`src/rtl/kmkz_ahb_arbiter.sv`:
```
// -----------------------------------------------------------------------------
// kmkz_ahb_arbiter
//   Two-master AHB-lite arbiter. M0 is the instruction-fetch port and is
//   read-only. M1 is the load/store port. M1 wins arbitration unless it has
//   already taken STARVE_MAX accepted grants in a row while M0 was waiting.
//   A master that loses the bus while its previous read is still in the slave
//   data phase has that response parked in a hold register. The response is
//   handed back when the master is next granted.
//
// Handshake: mN_htrans_i[1] is the request (valid). A master's address is
//   accepted, and its previous data phase completes, on a rising edge where
//   mN_hready_o=1. The slave side follows plain AHB-lite, and HREADY is the
//   ready signal for both the address and data phases.
//
// Ports
//   clk_i, rst_i                     clock, async active-high reset
//   mN_haddr/htrans/hsize/hprot_i    master N address-phase attributes
//   m1_hwrite_i, m1_hwdata_i         M1 write control and write data
//   mN_hready_o/hrdata_o/hresp_o     per-master completion, read data, error
//   HADDR..HWDATA                    slave-side address/data phase outputs
//   HRDATA, HREADY, HRESP            slave-side response inputs
//   hmaster_o                        owner of the current data phase
// -----------------------------------------------------------------------------
module kmkz_ahb_arbiter #(
  parameter int STARVE_MAX = 4
) (
  input  logic        clk_i,
  input  logic        rst_i,
  input  logic [31:0] m0_haddr_i,
  input  logic [1:0]  m0_htrans_i,
  input  logic [2:0]  m0_hsize_i,
  input  logic [3:0]  m0_hprot_i,
  input  logic [31:0] m1_haddr_i,
  input  logic [1:0]  m1_htrans_i,
  input  logic [2:0]  m1_hsize_i,
  input  logic [3:0]  m1_hprot_i,
  input  logic        m1_hwrite_i,
  input  logic [31:0] m1_hwdata_i,
  output logic        m0_hready_o,
  output logic [31:0] m0_hrdata_o,
  output logic        m0_hresp_o,
  output logic        m1_hready_o,
  output logic [31:0] m1_hrdata_o,
  output logic        m1_hresp_o,
  output logic [31:0] HADDR,
  output logic [1:0]  HTRANS,
  output logic        HWRITE,
  output logic [2:0]  HSIZE,
  output logic [3:0]  HPROT,
  output logic [31:0] HWDATA,
  input  logic [31:0] HRDATA,
  input  logic        HREADY,
  input  logic        HRESP,
  output logic        hmaster_o
);

  localparam logic [2:0] LP_STARVE_MAX = 3'(STARVE_MAX);

  logic        w_m0_req, w_m1_req;
  logic        w_starved, w_raw_gnt, w_gnt, w_gnt_req;
  logic        w_m0_own, w_m1_own;
  logic        r_gnt_lat, r_wait;
  logic        r_hmaster, r_dp_valid;
  logic [2:0]  r_starve;
  logic        r_m0_hold_vld, r_m1_hold_vld;
  logic [31:0] r_m0_hold_data, r_m1_hold_data;
  logic        r_m0_hold_resp, r_m1_hold_resp;

  assign w_m0_req = m0_htrans_i[1];
  assign w_m1_req = m1_htrans_i[1];

  // Grant index: 1 = M1, 0 = M0. With no requester the index defaults to M0.
  assign w_starved = (r_starve == LP_STARVE_MAX) && w_m0_req;
  assign w_raw_gnt = w_m1_req && !w_starved;
  // Once HREADY has been seen low, keep presenting the grant that was on the
  // bus then until the stalled address is finally accepted.
  assign w_gnt     = r_wait ? r_gnt_lat : w_raw_gnt;
  assign w_gnt_req = w_gnt ? w_m1_req : w_m0_req;

  assign w_m0_own  = r_dp_valid && !r_hmaster;
  assign w_m1_own  = r_dp_valid &&  r_hmaster;

  // Address-phase mux
  always_comb begin
    HADDR  = w_gnt ? m1_haddr_i : m0_haddr_i;
    HSIZE  = w_gnt ? m1_hsize_i : m0_hsize_i;
    HPROT  = w_gnt ? m1_hprot_i : m0_hprot_i;
    HTRANS = 2'b00;
    HWRITE = 1'b0;
    if (w_gnt_req) begin
      HTRANS = w_gnt ? m1_htrans_i : m0_htrans_i;
      HWRITE = w_gnt && m1_hwrite_i;
    end
  end

  assign HWDATA    = r_hmaster ? m1_hwdata_i : 32'h0;
  assign hmaster_o = r_hmaster;

  // Per-master response path
  always_comb begin
    m0_hready_o = HREADY;
    m0_hrdata_o = w_m0_own ? HRDATA : 32'h0;
    m0_hresp_o  = w_m0_own && HRESP;
    if (w_m0_req && w_gnt) begin
      m0_hready_o = 1'b0;
    end else if (!w_gnt && r_m0_hold_vld && HREADY) begin
      m0_hready_o = 1'b1;
      m0_hrdata_o = r_m0_hold_data;
      m0_hresp_o  = r_m0_hold_resp;
    end

    m1_hready_o = HREADY;
    m1_hrdata_o = w_m1_own ? HRDATA : 32'h0;
    m1_hresp_o  = w_m1_own && HRESP;
    if (w_m1_req && !w_gnt) begin
      m1_hready_o = 1'b0;
    end else if (w_gnt && r_m1_hold_vld && HREADY) begin
      m1_hready_o = 1'b1;
      m1_hrdata_o = r_m1_hold_data;
      m1_hresp_o  = r_m1_hold_resp;
    end
  end

  // Grant latch and data-phase owner
  always_ff @(posedge clk_i or posedge rst_i) begin
    if (rst_i) begin
      r_gnt_lat  <= 1'b0;
      r_wait     <= 1'b0;
      r_hmaster  <= 1'b0;
      r_dp_valid <= 1'b0;
    end else begin
      r_gnt_lat <= w_gnt;
      r_wait    <= !HREADY;
      if (HREADY) begin
        r_hmaster  <= w_gnt;
        r_dp_valid <= w_gnt_req;
      end
    end
  end

  // Starvation counter, counts accepted M1 grants while M0 waits
  always_ff @(posedge clk_i or posedge rst_i) begin
    if (rst_i) begin
      r_starve <= 3'd0;
    end else if (!w_m0_req) begin
      r_starve <= 3'd0;
    end else if (HREADY && w_gnt_req) begin
      if (!w_gnt)
        r_starve <= 3'd0;
      else if (r_starve != LP_STARVE_MAX)
        r_starve <= r_starve + 3'd1;
    end
  end

  // Hold registers: park a response whose owner lost the bus; release it on regrant
  always_ff @(posedge clk_i or posedge rst_i) begin
    if (rst_i) begin
      r_m0_hold_vld  <= 1'b0;
      r_m0_hold_data <= 32'h0;
      r_m0_hold_resp <= 1'b0;
      r_m1_hold_vld  <= 1'b0;
      r_m1_hold_data <= 32'h0;
      r_m1_hold_resp <= 1'b0;
    end else begin
      if (w_m0_req && w_gnt && w_m0_own && HREADY) begin
        r_m0_hold_vld  <= 1'b1;
        r_m0_hold_data <= HRDATA;
        r_m0_hold_resp <= HRESP;
      end else if (!w_gnt && r_m0_hold_vld && HREADY) begin
        r_m0_hold_vld  <= 1'b0;
      end
      if (w_m1_req && !w_gnt && w_m1_own && HREADY) begin
        r_m1_hold_vld  <= 1'b1;
        r_m1_hold_data <= HRDATA;
        r_m1_hold_resp <= HRESP;
      end else if (w_gnt && r_m1_hold_vld && HREADY) begin
        r_m1_hold_vld  <= 1'b0;
      end
    end
  end

endmodule

```
`config.mk`:
```
export PLATFORM = sky130hd
export DESIGN_NAME = kmkz_ahb_arbiter
export DESIGN_NICKNAME = d
export VERILOG_FILES = /design/src/rtl/kmkz_ahb_arbiter.sv
export SDC_FILE = /design/constraint.sdc
export NUM_CORES = 1
export LEC_CHECK = 0
export ABC_AREA = 1
export CAP_MARGIN = 40
export CORE_AREA = 2 2 113 115
export CTS_CLUSTER_DIAMETER = 200
export CTS_CLUSTER_SIZE = 16
export DETAILED_ROUTE_END_ITERATION = 7
export DIE_AREA = 0 0 115 117
export PLACE_DENSITY = 0.95
export SETUP_SLACK_MARGIN = 0.3
export SLEW_MARGIN = 20
export SYNTH_ARGS = -nofsm -noshare
export SYNTH_HDL_FRONTEND = slang
export SYNTH_SLANG_ARGS = --single-unit
export TNS_END_PERCENT = 100
```
`constraint.sdc`:
```
create_clock -name clk_i -period 6.2 [get_ports clk_i]
set_input_delay 1.55 -clock clk_i [delete_from_list [all_inputs] [get_ports clk_i]]
set_output_delay 1.55 -clock clk_i [all_outputs]
set_load 0.02 [all_outputs]
```
==> run_results.csv <==
group,metric,value,unit
outcome,status,"completed",
synthesis,ys_async_sr_fraction,1.00,
global_routing,grt_start_max_net_pins,68,
layout,fin_area,0.00825,sq mm
floorplanning,die_w,115,um
worst_setup_path,crit_path_start,"m0_htrans_i[1]",
worst_setup_path,crit_top_cell,"clkdlybuf4s50_1",
sta,post-route-period-util,0.910,
synthesis,synth_cells,730,
detailed_routing,antenna_left,0,
worst_setup_path,rr_worst_depth,6,
worst_setup_path,cp-end-kind,"primary output",
detailed_routing,vias,5592,
worst_setup_path,cp.buffers_inverters,3,
worst_setup_path,required,4.65,ns
sta,relSlewSlack,0.474,
place,dpl-instance-area,0.00791,sq mm
global_routing,grt_pass1_wl,26.1,mm
detailed_routing,top_layer_used,"met4",
pwr,ir_worst_vdd,0.145,mV
synthesis,synth.distinct_cells,28,
floorplanning,dieArea,0.0135,sq mm
clocking,clock_latency,0.32,ns
worst_setup_path,endpoint,"m0_hrdata_o[4]",
clocking,cts_max_level,3,
detailed_routing,met2_length,8.77,mm
worst_setup_path,r2r_end,"r_m0_hold_data[0]$_DFFE_PP0P_",
pwr,p_total,2.09,mW
sta,finalHoldViolCount,0,
worst_setup_path,crit_family,"buffers and inverters",
clocking,cts_max_path_buffers,2,
floorplanning,die_y,117,um
global_routing,grt_pass1_vias,5296,
synthesis,yosys-top-cells-area,"dfrtp_1, nand2_1, o21ai_1",
synthesis,yosysTopAreaCell,"dfrtp_1",
clocking,post_cts_resize_count,0,
floorplanning,row_count,41,
detailed_routing,drt-met1-wl,6.72,mm
place,dp_slack,0.548,ns
detailed_routing,wl,16.9,mm
layout,finalNonFillerCells,1155,
sta,period_minus_slack,5.64,ns
clocking,cts_buffers,9,
detailed_routing,route.met3.wl,1.04,mm
sta,fin_ws,0.559,ns
worst_setup_path,worstSetupPathType,"in2out",
synthesis,synthTopCellsByCount,"nand2_1, inv_1, dfrtp_1",
floorplanning,core_area,0.0123,sq mm
synthesis,synth-seq-cells,75,
sta,setup_tns,0,ns
detailed_routing,dr.first_iter.drc_count,449,
clocking,root_buffer,"clkbuf_16",
global_routing,antenna_found_initial,3,
place,place_hpwl,13.2,mm
layout,n_fill_cell,1013,
detailed_routing,drc,0,
clocking,path_clk_slew,0.06,ns
synthesis,synth.avg_cell_area,6.78,sq um
sta,final-setup-viol-count,0,
pwr,p_leak,3.92,nW
synthesis,synth-edff-count,0,
flow_run,drv_cap,0,
worst_hold_path,hold_start,"r_m1_hold_data[9]$_DFFE_PP0P_",
clocking,cts_tree,"built",
place,gp_congestion,0.813,
layout,fin_util,0.670,
worst_setup_path,slowest_delay,0.69,ns
place,place_inst,1136,
worst_setup_path,worst_r2r_startpoint,"hmaster_o$_DFFE_PP0P_",
sta,drv_slew,0,
synthesis,seq_area_frac_synth,0.379,
floorplanning,initial_core_util,0.402,
layout,drive_gt1_frac,0.114,
detailed_routing,first_pass_iters,6,
worst_setup_path,cp-start-kind,"input port",
sta,fin_worst_skew,0.00679,ns
detailed_routing,route.detailed.wl_per_inst,14.6,um
layout,area_delta_synth_final,66.8,%
synthesis,yosys_warnings,0,
layout,nets,1150,
global_routing,grt_usage,0.247,
detailed_routing,vias_per_cell,4.84,
clocking,clock-sinks,75,
pwr,p_per_area,253,mW/mm^2
worst_setup_path,cp_num_cells,9,
global_routing,overflow,0,
sta,max_clock_freq,177,MHz
sta,rsz0062_at_grt,"false",
synthesis,yosysMostFrequentCell,"nand2_1",
place,portBuffers,293,
sta,tightest_slew,0.789,ns
synthesis,syn_nets,883,
clocking,cts_hold_buf,0,
worst_setup_path,worstPathMaxFanout,32,
synthesis,synthFlopType,"dfrtp_1",
worst_hold_path,hold_path.class,"reg2reg",
worst_setup_path,critPathSlowestCell,"clkdlybuf4s50_1",
synthesis,syn_area,0.00495,sq mm
clocking,cts_setup_buffers,0,
worst_setup_path,r2r_setup_slack,3.17,ns
worst_setup_path,arrival,4.09,ns
synthesis,yosysTopAreaCellShare,0.379,
worst_setup_path,worstPathCellList,"clkdlybuf4s50_1 > nand3_2 > nand2_2 > nand2_4 > nor3_4 > buf_4 > nand2_1 > o21ai_0 > clkdlybuf4s50_1",
sta,holdWs,0.489,ns
floorplanning,pin_count,294,
[flip-flops by register name, indices dropped and copies added, names as in the netlist]
signal and flops:
hmaster_o 1, r_dp_valid 1, r_gnt_lat 1, r_m0_hold_data 32, r_m0_hold_resp 1, r_m0_hold_vld 1, r_m1_hold_data 32, r_m1_hold_resp 1
r_m1_hold_vld 1, r_starve 3, r_wait 1
[power by group]
| part | switching (mW) | internal (mW) | total [mW] |
|---|---|---|---|
| combinational | 0.407 | 0.368 | 0.775 |
| sequential | 0.102 | 0.644 | 0.746 |
| clock | 0.203 | 0.368 | 0.570 |
| total | 0.712 | 1.38 | 2.09 |
[how the worst min path moves through the flow]
stage | end | slack [ns] | depth (start not counted)
after floorplan | r_m1_hold_data[0]$_DFFE_PP0P_ | 0.45 | 2
after detailed placement | r_m1_hold_data[1]$_DFFE_PP0P_ | 0.47 | 2
final | r_m1_hold_data[9]$_DFFE_PP0P_ | 0.49 | 2
after CTS | r_m1_hold_data[1]$_DFFE_PP0P_ | 0.49 | 2
after global placement | r_m1_hold_data[30]$_DFFE_PP0P_ | 0.47 | 2
after global routing | r_m0_hold_data[31]$_DFFE_PP0P_ | 0.51 | 2
[cell type report]
| cell class | count | area (sq um) | area share |
|---|---|---|---|
| flip-flops and latches | 75 | 1880 | 0.227 |
| well taps | 150 | 188 | 0.0227 |
| multi-input cells | 526 | 2470 | 0.299 |
| diodes | 3 | 7.51 | 0.000910 |
| clock inverters | 6 | 95.1 | 0.0115 |
| clock buffers | 10 | 239 | 0.0290 |
| inverters | 80 | 303 | 0.0367 |
| repair buffers | 305 | 3080 | 0.373 |
[kinds of logic (layout without fill, tap and decap cells)]
kind of cell / count (synthesis) / count (layout) / synth area share
xor+xnor: 1 / 1 / 0.00177
compound gates: 137 / 137 / 0.166
other cells: 0 / 3 / 0
buf+inv: 129 / 401 / 0.122
flops: 75 / 75 / 0.379
simple gates: 386 / 386 / 0.326
fa+ha+maj: 2 / 2 / 0.00506
[routing by layer]
metal / track usage / vias to the layer above
li1: - / 2777
met1: 0.297 / 2567
met2: 0.447 / 226
met3: 0.0433 / 22
met4: 0.0835 / 0
met5: 0 / -
[worst register-to-register path, stage by stage, from the launching register on]
cell and delay (ns):
dfrtp_1 0.57, nor2_2 0.71, buf_4 0.38, nand3_2 0.58, buf_4 0.49, nand2_1 0.11
o21ai_1 0.06
[layout by cell type, fill, tap and decap left out, drive strengths merged]
cell type      instances
a21oi                  1
buf                   12
bufinv                 2
clkbuf                10
clkdlybuf4s50        293
clkinv                 3
dfrtp                 75
diode                  3
ha                     2
inv                   81
nand2                368
nand3                  7
nand4                  2
nor2                   6
nor3                   3
o21ai                136
xnor2                  1
(Power assumes the default switching activity.)
